$ cat src/rtl/bit_packer_pkg.sv
// Shared constants, FIFO entry layout and field helpers for the bit_packer
// bitstream writer.
package bit_packer_pkg;

  localparam int FIELD_W = 15;
  localparam int LEN_W   = 4;
  localparam int WORD_W  = 32;
  localparam int ACC_W   = 47;
  localparam int CNT_W   = 6;
  localparam int ENTRY_W = WORD_W + CNT_W;

  typedef struct packed {
    logic [WORD_W-1:0] data;
    logic [CNT_W-1:0]  bits;
  } fifo_entry_t;

  // Keep only the low len bits of a field.
  function automatic logic [FIELD_W-1:0] mask_field(input logic [FIELD_W-1:0] data,
                                                    input logic [LEN_W-1:0]   len);
    logic [FIELD_W:0] m;
    m = (17'(1) << len) - 17'(1);
    return data & m[FIELD_W-1:0];
  endfunction

  // Zero everything below the top `bits` bits of a word.
  function automatic logic [WORD_W-1:0] pad_word(input logic [WORD_W-1:0] w,
                                                 input logic [CNT_W-1:0]  bits);
    return w & ~({WORD_W{1'b1}} >> bits);
  endfunction

endpackage

$ cat src/rtl/bit_packer_word_fifo.sv
// Synchronous word FIFO; pointers carry one extra wrap bit so full and empty
// are distinguishable without a separate counter.
module word_fifo #(
  parameter int WIDTH = 38,
  parameter int DEPTH = 4
) (
  input  logic             clk_i,
  input  logic             rst_i,
  input  logic             push_i,
  input  logic             pop_i,
  input  logic [WIDTH-1:0] wdata_i,
  output logic [WIDTH-1:0] rdata_o,
  output logic             full_o,
  output logic             empty_o
);

  localparam int AW = $clog2(DEPTH);

  logic [AW:0]      wptr_q, wptr_d;
  logic [AW:0]      rptr_q, rptr_d;
  logic [WIDTH-1:0] mem_q [DEPTH];
  logic             do_push, do_pop;

  assign empty_o = (wptr_q == rptr_q);
  assign full_o  = (wptr_q[AW] != rptr_q[AW]) && (wptr_q[AW-1:0] == rptr_q[AW-1:0]);
  assign do_push = push_i & ~full_o;
  assign do_pop  = pop_i & ~empty_o;
  assign rdata_o = mem_q[rptr_q[AW-1:0]];

  always_comb begin
    wptr_d = wptr_q;
    rptr_d = rptr_q;
    if (do_push) wptr_d = wptr_q + 1'b1;
    if (do_pop)  rptr_d = rptr_q + 1'b1;
  end

  always_ff @(posedge clk_i) begin
    if (rst_i) begin
      wptr_q <= '0;
      rptr_q <= '0;
    end else begin
      wptr_q <= wptr_d;
      rptr_q <= rptr_d;
    end
  end

  always_ff @(posedge clk_i) begin
    if (do_push) mem_q[wptr_q[AW-1:0]] <= wdata_i;
  end

endmodule

$ cat src/rtl/bit_packer.sv
// Packs 0..15-bit fields MSB-first into 32-bit words through a word FIFO.
// Define BIT_PACKER_ERR_EN to add a sticky errout for pushes during stall.
module bit_packer
  import bit_packer_pkg::*;
#(
  parameter int FIFO_DEPTH = 4
) (
  input  logic               clock,
  input  logic               reset,
  input  logic               pushin,
  input  logic [LEN_W-1:0]   lenin,
  input  logic [FIELD_W-1:0] datain,
  input  logic               flushin,
  output logic               stopout,
  input  logic               stopin,
  output logic               pushout,
  output logic [WORD_W-1:0]  dataout,
  output logic [CNT_W-1:0]   bitsout
`ifdef BIT_PACKER_ERR_EN
  ,
  output logic               errout
`endif
);

  logic [ACC_W-1:0]   acc_q, acc_d;
  logic [CNT_W-1:0]   cnt_q, cnt_d;
  logic               pend_q, pend_d;
  logic               pushout_q;
  logic [WORD_W-1:0]  dataout_q;
  logic [CNT_W-1:0]   bitsout_q;

  logic               fifo_push, fifo_pop, fifo_full, fifo_empty;
  fifo_entry_t        wentry, rentry;
  logic               accept, have_word;
  logic [FIELD_W-1:0] field;
  logic [CNT_W-1:0]   shamt;

  assign have_word = (cnt_q >= CNT_W'(WORD_W));
  assign stopout   = have_word | pend_q;
  assign accept    = pushin & ~stopout;
  assign field     = mask_field(datain, lenin);
  // New field lands directly below the cnt bits already held at the top.
  assign shamt     = CNT_W'(ACC_W) - cnt_q - CNT_W'(lenin);

  always_comb begin
    acc_d     = acc_q;
    cnt_d     = cnt_q;
    pend_d    = pend_q | flushin;
    fifo_push = 1'b0;
    wentry    = '0;
    if (have_word) begin
      if (!fifo_full) begin
        fifo_push   = 1'b1;
        wentry.data = acc_q[ACC_W-1 -: WORD_W];
        wentry.bits = CNT_W'(WORD_W);
        acc_d       = acc_q << WORD_W;
        cnt_d       = cnt_q - CNT_W'(WORD_W);
      end
    end else if (pend_q) begin
      if (cnt_q == '0) begin
        pend_d = flushin;
      end else if (!fifo_full) begin
        fifo_push   = 1'b1;
        wentry.data = pad_word(acc_q[ACC_W-1 -: WORD_W], cnt_q);
        wentry.bits = cnt_q;
        acc_d       = '0;
        cnt_d       = '0;
        pend_d      = flushin;
      end
    end else if (accept) begin
      acc_d = acc_q | (ACC_W'(field) << shamt);
      cnt_d = cnt_q + CNT_W'(lenin);
    end
  end

  always_ff @(posedge clock) begin
    if (reset) begin
      acc_q  <= '0;
      cnt_q  <= '0;
      pend_q <= 1'b0;
    end else begin
      acc_q  <= acc_d;
      cnt_q  <= cnt_d;
      pend_q <= pend_d;
    end
  end

  word_fifo #(
    .WIDTH (ENTRY_W),
    .DEPTH (FIFO_DEPTH)
  ) u_fifo (
    .clk_i   (clock),
    .rst_i   (reset),
    .push_i  (fifo_push),
    .pop_i   (fifo_pop),
    .wdata_i (wentry),
    .rdata_o (rentry),
    .full_o  (fifo_full),
    .empty_o (fifo_empty)
  );

  // Output register: pops the FIFO head whenever downstream is not stalling.
  assign fifo_pop = ~stopin & ~fifo_empty;

  always_ff @(posedge clock) begin
    if (reset) begin
      pushout_q <= 1'b0;
      dataout_q <= '0;
      bitsout_q <= '0;
    end else begin
      pushout_q <= fifo_pop;
      if (fifo_pop) begin
        dataout_q <= rentry.data;
        bitsout_q <= rentry.bits;
      end
    end
  end

  assign pushout = pushout_q;
  assign dataout = dataout_q;
  assign bitsout = bitsout_q;

`ifdef BIT_PACKER_ERR_EN
  logic err_q;

  always_ff @(posedge clock) begin
    if (reset) err_q <= 1'b0;
    else       err_q <= err_q | (pushin & stopout);
  end

  assign errout = err_q;
`endif

endmodule

$ cat config.mk
export PLATFORM = sky130hd
export DESIGN_NAME = bit_packer
export DESIGN_NICKNAME = d
export VERILOG_FILES = /design/src/rtl/bit_packer_pkg.sv /design/src/rtl/bit_packer_word_fifo.sv /design/src/rtl/bit_packer.sv
export SDC_FILE = /design/constraint.sdc
export NUM_CORES = 1
export LEC_CHECK = 0
export BUFFER_PORTS_ARGS = -buffer_cell sky130_fd_sc_hd__clkbuf_2
export CELL_PAD_IN_SITES_DETAIL_PLACEMENT = 1
export CELL_PAD_IN_SITES_GLOBAL_PLACEMENT = 1
export CORE_MARGIN = 1.5
export CORE_UTILIZATION = 25
export DETAILED_ROUTE_END_ITERATION = 16
export PLACE_DENSITY = 0.53
export SLEW_MARGIN = 5
export SYNTH_ARGS = -nofsm -noshare
export SYNTH_HDL_FRONTEND = slang
export SYNTH_SLANG_ARGS = --single-unit
export TNS_END_PERCENT = 10
$ cat constraint.sdc
create_clock -name clock -period 3.7 [get_ports clock]
set_clock_uncertainty 0.05 [all_clocks]
set_input_delay 0.185 -clock clock [delete_from_list [all_inputs] [get_ports clock]]
set_output_delay 0.185 -clock clock [all_outputs]
set_load 0.02 [all_outputs]
### Word-level counts from Yosys, hierarchy flattened

Memory sizes are Yosys's and may differ from the RTL's. A register that Yosys moved wholly into a read port is not among the register bits.
Cells that the tools add are included.

* register bits: 61
* bits in latches: 0
* memory bits (writable): 152
* ROM bits: 0
* input port bits: 24
* output and inout bits: 40
* logic and storage cells: 69
* memories kept: 1

Memories
* u_fifo.mem_q: depth 4, bits a word 38, read ports 1, clocked after memory_dff 1, wr ports 1, line bit_packer_word_fifo.sv:21 `logic [WIDTH-1:0] mem_q [DEPTH];`

* add/sub/neg operators: 7
* multipliers: 0
* div/mod/pow operators: 0
* order comparisons: 1
* eq/ne operators: 6
* shifts and indexed selects: 3
* muxes and demuxes: 27
* bitwise gates (word level): 14
* reductions and logical operators: 4

Operator list (count)
* $mux 47: 6
* $mux 38: 5
* $or 47x47->47: 1
* $shl 15x6->47: 1
* $mux 6: 6
* $and 32x32->32: 1
* $not 32->32: 1
* $shr 32x6->32 const A: 1
* $and 15x15->15: 1
* $shl 1x4->15 const A: 1
* $sub 15x2->15 const B: 1
* $mux 1: 10
* $add 3x1->3 const B: 2
* $add 6x4->6: 1
* $ge 6x6->1 const B: 1
* $logic_not 6->1: 1
* $sub 6x4->6: 1
* $sub 6x6->6 const A: 1
* $sub 6x6->6 const B: 1
* $and 1x1->1: 4
* $ne 2x2->1 const B: 2
* $not 1->1: 4
* $reduce_and 4->1: 1
* $eq 3x3->1: 1
* 6 further kinds: 7

### Logic depth before layout (Yosys ltp)

Gate-level depths: netlist (run 1).

* word-level depth: 9
* gate-level depth with buffers: 15
* depth with buffers taken out: 11

### Modules after synthesis

From an unflattened synthesis (run 1), not the netlist that was laid out.

* cells, all modules: 1096
* area total of the unflattened synthesis: 12294.3 um2

Modules (own cells, without submodules)
* bit_packer: times used 1, cells an instance 830, area an instance 6247.2 um2, seq. area each 1861.8 um2
* word_fifo: times used 1, cells an instance 266, area an instance 6047.0 um2, seq. area each 4724.5 um2

### Worst setup path before layout (run 1)

Ideal clock, no wire load.

* kind: register to register
* start point: register cnt_q[3]
* end point: register acc_q[45]
* setup time: 0.133 ns
* data arrival time: 3.048 ns
* required time: 3.517 ns
* slack: 0.469 ns
* stages on the path, launching flop included: 14
* path buffers: 4
* clock period less this slack: 3.231 ns
* cell sequence: dfxtp_1 > clkbuf_1 > clkbuf_1 > inv_1 > ha_1 > ha_1 > xnor2_1 > clkbuf_1 > clkbuf_1 > nor2_1 > a22oi_1 > o211ai_1 > o31ai_1 > o32ai_1

* cells in the longest elaborated chain, start to end: 7
* elaborated cells between the ends (all ways): 16

Ends and longest elaborated chain
* start, declared: line bit_packer.sv:26 `logic [CNT_W-1:0] cnt_q, cnt_d;`
* start signal, assigned: line bit_packer.sv:83 `cnt_q <= cnt_d;`
* $sub 6x6->6: line bit_packer.sv:43 `assign shamt = CNT_W'(ACC_W) - cnt_q - CNT_W'(lenin);`
* $sub 6x4->6: line bit_packer.sv:43
* $shl 15x6->47: line bit_packer.sv:71 `acc_d = acc_q | (ACC_W'(field) << shamt);`
* $or 47x47->47: line bit_packer.sv:71
* $mux 47: line bit_packer.sv:70 `end else if (accept) begin`
* $mux 47: line bit_packer.sv:59 `end else if (pend_q) begin`
* $mux 47: line bit_packer.sv:51 `if (have_word) begin`
* end signal, assigned: line bit_packer.sv:78 `acc_q <= '0;`
* end signal, assigned: line bit_packer.sv:82 `acc_q <= acc_d;`
* end, declared: line bit_packer.sv:25 `logic [ACC_W-1:0] acc_q, acc_d;`

Several ways; a longest one is shown, not always the timed one. The select of a mux whose other input is x is not followed.
A chain may end at the register's enable or synchronous reset.

### Final worst setup path (run 1)

* start point: register cnt_q[1]
* end point: register acc_q[46]

Same word-level chain as after synthesis.

==> flow_metrics.py, run 1 <==
metrics = {
    "status": {
        "status": "finished, violations left",
        "violations": "DRC",
    },
    "drt": {
        "wirelength_mm": 36.4,
        "drc": 1,
        "routedWlPerCell_um": 20.5,
        "vias_per_cell": 5.03,
        "drt_iter0_drc": 461,
        "vias": 8911,
        "first_pass_iters": 11,
        "drtAntennaViolNets": 0,
    },
    "grt": {
        "globalRouteMet3Util_pct": 1.67,
        "overflow": 0,
        "grtUsageTotal_pct": 14.8,
        "busiest_layer": "met2",
        "use_met2_pct": 24.5,
        "grtUsageMet1_pct": 20.5,
        "first_global_vias": 9192,
        "grt_pass1_wl_mm": 56.8,
        "antenna_found_initial": 0,
        "grt_max_degree": 42,
    },
    "synth": {
        "mappedNetlistArea_mm2": 0.0119,
        "yosys_warnings": 0,
        "async_flop_share_pct": 0,
        "synth_cell_types": 79,
        "syn_nets": 1120,
        "synth_seq_area_share_pct": 54.8,
        "synth-seq-cells": 251,
        "syn_inst": 1077,
        "synth-edff-count": 152,
        "ys.flop_type": "edfxtp_1",
        "syn_avg_cell_area_um2": 11.1,
    },
    "timing": {
        "finalWorstSetupSlack_ns": 0.354,
        "period_share_pct": 90.4,
        "max_slew_margin_pct": 37.2,
        "min_period_ns": 3.35,
        "worst_pin_slew_ns": 0.934,
        "hold_viol": 0,
        "setup_viol": 0,
        "fin_tns_setup_ns": 0,
        "max_freq_mhz": 299,
        "rsz0062_at_grt": "no",
        "hold_ws_ns": 0.145,
        "slew_violations": 0,
    },
    "min_path": {
        "hold_path.class": "input port to flop",
        "min_from": "stopin",
        "min_delay_path_depth": 4,
    },
    "placement": {
        "place_area_mm2": 0.0131,
        "gp_congestion": 0.842,
        "dp_slack_ns": 0.243,
        "io_buffers": 63,
        "placed_cells": 1720,
        "dp_hpwl_mm": 26.0,
    },
    "clock_network": {
        "cts_sinks": 251,
        "cts_made_buffers": 28,
        "cts_tree": "done",
        "cts-root-buf": "clkbuf_16",
        "htreeDepth": 1,
        "clkLatencyLatePin_ns": 0.55,
        "post_cts_buffers": 0,
        "clkTransAtPathRegs_ns": 0.07,
        "clock_path_buffers": 3,
    },
    "run": {
        "drv_cap": 0,
    },
    "critical_path": {
        "critPathKind": "flop to flop",
        "path_buf_inv": 3,
        "cp_common_cell": "nor3_1",
        "cp-start-kind": "flop",
        "crit_cells": 11,
        "crit_path_end_kind": "flop",
        "critPathSlowestCell": "nor3_1",
        "cp-endpoint": "acc_q[46]",
        "path_max_fanout": 22,
        "worst_ep_arrival_time_ns": 3.70,
        "path_delay_family": "simple AND/OR/NAND/NOR gates",
        "startpoint": "cnt_q[1]",
        "rr_endpoint": "acc_q[46]",
        "critPathMaxStageDelay_ns": 0.52,
        "r2r_cells": 11,
        "cp.required_ns": 4.05,
        "r2r-start": "cnt_q[1]",
        "crit_chain": "inv_1, ha_1, ha_1, inv_1, fa_1, xor2_1, buf_12, nor3_1, nor3_1, nor3_1, o32ai_1",
        "regToRegSetupSlack_ns": 0.35,
    },
    "floorplanning": {
        "dieArea_mm2": 0.0491,
        "ioPinCount": 64,
        "fp.dieH_um": 222,
        "rows": 79,
        "die_x_um": 222,
        "start_util_pct": 25.5,
        "core_area_mm2": 0.0469,
    },
    "power": {
        "intPower_mw": 5.51,
        "p_comb_share_pct": 26.1,
        "p_clk_share_pct": 34.2,
        "sequentialPowerShare_pct": 39.7,
        "power.density_mw_per_mm2": 576,
        "irDropWorstVdd_uv": 384,
        "leakagePower_nw": 4.76,
        "switching_power_mw": 2.60,
        "swShare_pct": 32.1,
    },
    "cells_and_area": {
        "synthToLayoutAreaGrowth_pct": 17.8,
        "final_cells": 1771,
        "final_area_mm2": 0.0141,
        "final_cell_mix": "152 x edfxtp_1, 141 x nand2_1, 102 x a21oi_1, 97 x dfxtp_1, 69 x nor2_1",
        "drive_gt1_share_pct": 19.3,
        "final_common_cell": "edfxtp_1",
        "antennaDiodeCount": 0,
        "nNetsFinal": 1187,
        "nFillCells": 5224,
    },
}
==> state kept, by name (all words and copies together), names as in the netlist <==
signal	flops
acc_q	47
cnt_q	6
pend_q	1
bitsout	6
u_fifo.wptr_q	3
u_fifo.rptr_q	3
pushout	1
u_fifo.mem_q	152
dataout	32
==> how the worst min path moves through the flow <==
| stage | slack (ns) | end |
|---|---|---|
| final | 0.15 | bitsout[0] |
| after global routing | 0.15 | bitsout[0] |
| after CTS | 0.12 | bitsout[0] |
| after detailed placement | 0.39 | acc_q[11] |
| after global placement | 0.39 | acc_q[30] |
| after floorplan | 0.26 | pend_q |
==> worst min-delay path, stage by stage <==
cell      delay [ns]
clkbuf_2        0.18
a21oi_4         0.16
nand2_1         0.10
a21oi_1         0.05
==> cells in the mapped netlist (4+ instances only) <==
| cell type | number | share of area, % |
|---|---|---|
| a21oi_1 | 103 | 4.3 |
| ha_1 | 17 | 1.8 |
| nor4_1 | 5 | 0.26 |
| a211oi_1 | 18 | 1.1 |
| a311oi_1 | 5 | 0.37 |
| a21boi_1 | 6 | 0.38 |
| nor3_1 | 22 | 0.92 |
| xnor2_1 | 10 | 0.73 |
| a21o_1 | 6 | 0.38 |
| buf_2 | 20 | 0.84 |
| o31ai_1 | 13 | 0.82 |
| mux2i_1 | 12 | 1.0 |
| o21ai_1 | 6 | 0.25 |
| nand3_1 | 21 | 0.88 |
| dfxtp_1 | 99 | 17 |
| clkbuf_1 | 54 | 1.7 |
| nor2_1 | 69 | 2.2 |
| and2_1 | 16 | 0.84 |
| nand2b_1 | 8 | 0.42 |
| edfxtp_1 | 152 | 38 |
| or2_2 | 7 | 0.37 |
| nor2b_1 | 8 | 0.42 |
| o21ai_0 | 28 | 1.2 |
| nand3b_1 | 4 | 0.25 |
| o221ai_1 | 6 | 0.44 |
| o21bai_1 | 4 | 0.25 |
| o22ai_1 | 13 | 0.68 |
| a221oi_1 | 5 | 0.37 |
| o32ai_1 | 8 | 0.59 |
| mux4_2 | 39 | 7.4 |
| a31oi_1 | 15 | 0.79 |
| nand2_1 | 141 | 4.4 |
| xor2_1 | 8 | 0.59 |
| inv_1 | 25 | 0.79 |
| o211ai_1 | 9 | 0.57 |
| and3_1 | 6 | 0.31 |
| a21boi_0 | 10 | 0.63 |
| or3_1 | 8 | 0.42 |
==> metal layers <==
layer / vias to the layer above / part of all wire, % / routed length, µm
li1: 4190 / - / -
met1: 4474 / 48 / 17500
met2: 198 / 46 / 16900
met3: 49 / 3.5 / 1270
met4: 0 / 2.0 / 737
met5: - / 0 / 0
==> power by group through the flow <==
stage	sequential (mW)	combinational (mW)	clock, mW
floorplan	3.31	1.29	0
global placement	3.27	2.12	0
detailed placement	3.28	2.11	0
CTS	3.22	2.12	2.85
global route	3.24	2.30	2.95
finish	3.22	2.12	2.77
==> final cells by class <==
cell class,count,area [µm²],share of cell area [%]
Tap cell,607,759,5.40
Multi-Input combinational cell,719,4990,35.5
Inverter,30,113,0.801
Clock buffer,34,754,5.36
Timing Repair Buffer,114,738,5.25
Clock inverter,16,160,1.14
Sequential cell,251,6550,46.6
==> stage by stage <==
step / utilization (%) / power [mW]
floorplan: - / 4.59
global placement: 28.0 / 5.39
detailed placement: 28.0 / 5.39
CTS: 30.0 / 8.19
global route: 30.0 / 8.49
finish: 30.0 / 8.11
==> logic make-up (layout without fill, tap and decap cells) <==
| group | Yosys count | in the layout | synth area share [%] |
|---|---|---|---|
| buffers and inverters | 107 | 194 | 3.60 |
| and+or+nand+nor | 332 | 332 | 13.0 |
| muxes | 53 | 53 | 8.55 |
| xor gates and xnor gates | 18 | 18 | 1.32 |
| DFF | 251 | 251 | 54.8 |
| AOI/OAI and AO/OA | 297 | 297 | 16.5 |
| adders and majority gates | 19 | 19 | 2.12 |
==> what timing repair did <==
item	CTS	global route
hold buffers	1	0
endpoints found under the hold margin	1	0
resized for setup	0	0
Note: power is estimated with default switching activity, not from simulation.
==> inputs of run 2 (changes only) <==
--- a/config.mk
+++ b/config.mk
@@ -5,14 +5,15 @@
 export SDC_FILE = /design/constraint.sdc
 export NUM_CORES = 1
 export LEC_CHECK = 0
-export BUFFER_PORTS_ARGS = -buffer_cell sky130_fd_sc_hd__clkbuf_2
+export BUFFER_PORTS_ARGS = -buffer_cell sky130_fd_sc_hd__buf_2
 export CELL_PAD_IN_SITES_DETAIL_PLACEMENT = 1
 export CELL_PAD_IN_SITES_GLOBAL_PLACEMENT = 1
 export CORE_MARGIN = 1.5
 export CORE_UTILIZATION = 25
 export DETAILED_ROUTE_END_ITERATION = 16
 export PLACE_DENSITY = 0.53
-export SLEW_MARGIN = 5
+export RECOVER_POWER = 100
+export SLEW_MARGIN = 20
 export SYNTH_ARGS = -nofsm -noshare
 export SYNTH_HDL_FRONTEND = slang
 export SYNTH_SLANG_ARGS = --single-unit
==> flow_metrics.py, run 2 (synthesis results as in run 1) <==
metrics = {
    "status": {
        "status": "finished, violations left",
        "violations": "DRC, capacitance limit, slew limit",
    },
    "drt": {
        "routedWlPerCell_um": 21.2,
        "vias": 8887,
        "wirelength_mm": 37.6,
        "met3_length_mm": 1.46,
        "drtAntennaViolNets": 0,
        "highest_layer": "met4",
        "drc": 1,
        "drt_iter0_drc": 468,
        "first_pass_iters": 11,
        "drt-met1-wl_mm": 18.1,
        "vias_per_cell": 5.00,
        "met2WireLength_mm": 17.1,
    },
    "timing": {
        "setup_viol": 0,
        "period_share_pct": 92.2,
        "fin_tns_setup_ns": 0,
        "hold_ws_ns": 0.179,
        "max_freq_mhz": 293,
        "min_period_ns": 3.41,
        "worst_pin_slew_ns": 2.02,
        "max_slew_margin_pct": -34.8,
        "rsz0062_at_grt": "no",
        "slew_violations": 65,
        "hold_viol": 0,
    },
    "critical_path": {
        "cp.required_ns": 4.04,
        "worst_ep_arrival_time_ns": 3.75,
        "path_buf_inv": 3,
        "cp_common_cell": "inv_1",
        "path_max_fanout": 12,
        "critPathKind": "flop to flop",
        "regToRegSetupSlack_ns": 0.29,
        "cp-start-kind": "flop",
        "critPathSlowestCell": "fa_1",
        "r2r-start": "cnt_q[1]",
        "path_delay_family": "adder cells",
        "r2r_cells": 11,
        "crit_chain": "inv_1, ha_1, ha_1, inv_1, fa_1, inv_1, nand2_1, nor2_1, a32o_1, o31ai_1, a311oi_1",
        "critPathMaxStageDelay_ns": 0.72,
        "rr_endpoint": "acc_q[37]",
        "crit_path_end_kind": "flop",
    },
    "clock_network": {
        "clkLatencyLatePin_ns": 0.55,
        "cts_sinks": 251,
        "clkTransAtPathRegs_ns": 0.06,
        "cts_made_buffers": 28,
        "clock_path_buffers": 3,
        "htreeDepth": 1,
        "cts-root-buf": "clkbuf_16",
        "cts_tree": "done",
        "postCtsResizedCells": 0,
    },
    "placement": {
        "place_area_mm2": 0.0132,
        "io_buffers": 63,
        "dp_hpwl_mm": 27.2,
        "gp_congestion": 0.853,
    },
    "floorplanning": {
        "ioPinCount": 64,
        "rows": 79,
        "dieArea_mm2": 0.0491,
        "core_area_mm2": 0.0469,
        "start_util_pct": 25.5,
        "fp.dieH_um": 222,
        "die_x_um": 222,
    },
    "grt": {
        "grt_max_degree": 41,
        "antenna_found_initial": 0,
        "grtUsageTotal_pct": 15.2,
        "grt_pass1_wl_mm": 58.4,
        "first_global_vias": 9333,
        "overflow": 0,
    },
    "cells_and_area": {
        "nNetsFinal": 1190,
        "largest_reg_flops": 152,
        "synthToLayoutAreaGrowth_pct": 16.4,
        "final_common_cell": "edfxtp_1",
        "final_cell_mix": "152 x edfxtp_1, 141 x nand2_1, 103 x a21oi_1, 97 x dfxtp_1, 69 x nor2_1",
        "drive_gt1_share_pct": 14.2,
        "antennaDiodeCount": 0,
        "final_area_mm2": 0.0139,
    },
    "run": {
        "drv_cap": 2,
    },
    "min_path": {
        "min_to": "cnt_q[4]",
        "hold_path.class": "input port to flop",
        "min_from": "pushin",
        "min_delay_path_depth": 5,
    },
    "power": {
        "irDropWorstVdd_uv": 302,
        "leakagePower_nw": 4.56,
        "power.density_mw_per_mm2": 570,
    },
}
==> run 2: changes by cell type in the layout (fill, tap and decap cells not counted), sizes merged <==
cell,change
clkbuf,-10
inv,+1
clkinv,+3
bufinv,-2
clkinvlp,-1
buf,+14
==> run 2: stage by stage <==
| stage | setup slack, ns | power (mW) | std cells | utilization, % |
|---|---|---|---|---|
| after detailed placement | 0.166 | 5.40 | 1723 | 28.1 |
| after CTS | 0.337 | 8.06 | 1776 | 30.0 |
| after floorplan | 0.469 | 4.59 | 1077 | - |
| after global routing | 0.0540 | 8.31 | 1776 | 29.7 |
| after global placement | 0.167 | 5.39 | 1723 | 28.1 |
| final | 0.289 | 7.93 | 1776 | 29.7 |
==> run 2: area by class of cell <==
type	instances	area, µm²
clock buffer	35	748
multi-input combinational	719	4960
inverter	30	113
sequential	251	6550
timing repair buffer	117	664
tap	607	759
fill	5257	33000
clock inverter	17	110
==> run 2: worst reg2reg max path: cells and delay by family, from the launching register on <==
family / cells / cell delay (ns)
buf+inv: 3 / 0.39
simple gates: 2 / 0.28
fa+ha+maj: 3 / 1.20
flops: 1 / 0.32
compound gates: 3 / 1.00
==> run 2: layer usage <==
metal	global-route usage [%]	vias up
met5	0	-
met4	4.90	0
met3	2.11	56
met2	24.5	177
met1	21.2	4459
li1	-	4195
==> run 2: how the worst max path moves through the flow <==
stage / startpoint / end / slack, ns / cells after the start
final: cnt_q[1] / acc_q[37] / 0.29 / 11
after detailed placement: lenin[0] / acc_q[36] / 0.17 / 9
after global placement: lenin[0] / acc_q[36] / 0.17 / 9
after global routing: cnt_q[0] / acc_q[37] / 0.05 / 7
after floorplan: cnt_q[3] / acc_q[45] / 0.47 / 13
after CTS: cnt_q[0] / acc_q[28] / 0.34 / 8
==> run 2: power by group <==
| part | switching, mW | total [mW] | internal, mW |
|---|---|---|---|
| clock network | 1.13 | 2.63 | 1.50 |
| logic | 1.37 | 2.09 | 0.713 |
| registers | 0.0980 | 3.21 | 3.11 |
==> run 2: what timing repair did <==
action                                  in CTS  in global routing
endpoints found under the setup margin       0                  0
endpoints found under the hold margin        1                  0
setup buffers                                0                  0
hold buffers                                 1                  0
==> inputs of run 3 (changes only) <==
--- a/config.mk
+++ b/config.mk
@@ -9,9 +9,9 @@
 export CELL_PAD_IN_SITES_DETAIL_PLACEMENT = 1
 export CELL_PAD_IN_SITES_GLOBAL_PLACEMENT = 1
 export CORE_MARGIN = 1.5
-export CORE_UTILIZATION = 25
+export CORE_UTILIZATION = 45
 export DETAILED_ROUTE_END_ITERATION = 16
-export PLACE_DENSITY = 0.53
+export PLACE_DENSITY = 0.81
 export RECOVER_POWER = 100
 export SLEW_MARGIN = 20
 export SYNTH_ARGS = -nofsm -noshare
==> flow_metrics.py, run 3 (synthesis results as in run 1) <==
metrics = {
    "min_path": {
        "hold_path.class": "input port to flop",
    },
    "critical_path": {
        "regToRegSetupSlack_ns": 0.17,
        "path_max_fanout": 22,
        "crit_path_end_kind": "flop",
        "cp.required_ns": 4.04,
        "critPathKind": "flop to flop",
        "cp-start-kind": "flop",
        "worst_ep_arrival_time_ns": 3.87,
    },
    "drt": {
        "vias": 9332,
        "drc": 0,
        "vias_per_cell": 6.21,
        "first_pass_iters": 5,
        "drtAntennaViolNets": 0,
        "wirelength_mm": 36.2,
        "drt_iter0_drc": 648,
        "routedWlPerCell_um": 24.1,
    },
    "cells_and_area": {
        "nNetsFinal": 1190,
        "antennaDiodeCount": 0,
        "final_cell_mix": "152 x edfxtp_1, 141 x nand2_1, 103 x a21oi_1, 97 x dfxtp_1, 69 x nor2_1",
        "drive_gt1_share_pct": 15.1,
        "synthToLayoutAreaGrowth_pct": 14.1,
        "final_area_mm2": 0.0136,
        "largest_reg_flops": 152,
        "final_common_cell": "edfxtp_1",
    },
    "clock_network": {
        "htreeDepth": 1,
        "cts-root-buf": "clkbuf_16",
        "cts_sinks": 251,
        "cts_tree": "done",
        "clkTransAtPathRegs_ns": 0.06,
        "clkLatencyLatePin_ns": 0.55,
        "cts_made_buffers": 27,
        "clock_path_buffers": 3,
        "post_cts_buffers": 0,
    },
    "timing": {
        "rsz0062_at_grt": "no",
        "hold_viol": 0,
        "fin_tns_setup_ns": 0,
        "max_freq_mhz": 283,
        "slew_violations": 19,
        "max_slew_margin_pct": -6.24,
        "worst_pin_slew_ns": 1.59,
        "min_period_ns": 3.53,
        "setup_viol": 0,
        "period_share_pct": 95.5,
    },
    "floorplanning": {
        "die_x_um": 166,
        "ioPinCount": 64,
        "dieArea_mm2": 0.0275,
        "core_area_mm2": 0.0261,
        "rows": 59,
        "fp.dieH_um": 166,
        "start_util_pct": 45.8,
    },
    "grt": {
        "grtUsageMet1_pct": 33.1,
        "globalRouteMet3Util_pct": 3.48,
        "antenna_found_initial": 1,
        "use_met2_pct": 44.8,
        "busiest_layer": "met2",
        "grt_pass1_wl_mm": 55.9,
        "overflow": 0,
        "first_global_vias": 9607,
        "grt_max_degree": 41,
        "grtUsageTotal_pct": 25.9,
    },
    "power": {
        "irDropWorstVdd_uv": 465,
        "finalPower_mw": 7.93,
        "leakagePower_nw": 4.59,
        "power.density_mw_per_mm2": 582,
    },
    "run": {
        "drv_cap": 2,
    },
    "placement": {
        "io_buffers": 63,
        "place_area_mm2": 0.0129,
        "dp_hpwl_mm": 25.6,
        "gp_congestion": 0.893,
    },
    "status": {
        "violations": "capacitance limit, slew limit",
        "status": "finished, violations left",
    },
}
## run 3: cell count changes in the layout (fill, tap and decap cells not counted), sizes merged
cell / previous run / this run
clkinvlp: 1 / 2
buf: 65 / 68
bufinv: 1 / 2
clkinv: 16 / 14
inv: 29 / 28
clkbuf: 86 / 83
## run 3: routing by layer
layer,share of wire [%],wire (µm)
met5,0,0
met2,50,18200
met4,3.5,1260
met1,41,14900
met3,5.1,1850
## run 3: area by class of cell
type	count	area, µm²
tap	335	419
clock inverter	16	140
timing repair buffer	118	703
fill	2797	12400
multi-input combinational	719	4970
clock buffer	34	732
inverter	30	113
sequential	251	6550
## run 3: worst paths after layout
path         depth (start not counted)       start          end
max                                 12    cnt_q[1]    acc_q[46]
min                                  2       reset  dataout[19]
max reg2reg                         12    cnt_q[1]    acc_q[46]
min reg2reg                          2  dataout[3]   dataout[3]
## run 3: worst max-delay path, stage by stage (launching register included)
cell and delay (ns):
dfxtp_1 0.33, inv_1 0.09, ha_1 0.31, ha_1 0.16, inv_1 0.06, fa_1 0.50
xor2_1 0.20, clkbuf_4 0.34, nand2_1 0.19, o221ai_1 0.22, a21oi_1 0.07, nor3_1 0.66
o32ai_1 0.20
## run 3: per-stage QoR
stage	setup slack [ns]	instances	util [%]	hold WS, ns
CTS	0.159	1503	52.7	0.0203
detailed placement	0.192	1452	49.3	0.395
finish	0.168	1503	52.3	0.0921
global placement	0.269	1452	49.3	0.382
global route	0.0348	1503	52.3	0.0919
floorplan	0.469	1077	-	0.264
## run 3: repair_timing
item | CTS | global route
hold buffers | 1 | 0
resized for setup | 0 | 1
endpoints found under the setup margin | 0 | 1
hold endpoints to repair | 1 | 0
## run 3: power breakdown
group	internal [mW]	total [mW]	switching, mW
sequential	3.11	3.22	0.108
clock	1.54	2.65	1.11
combinational	0.706	2.06	1.35
total	5.36	7.93	2.57
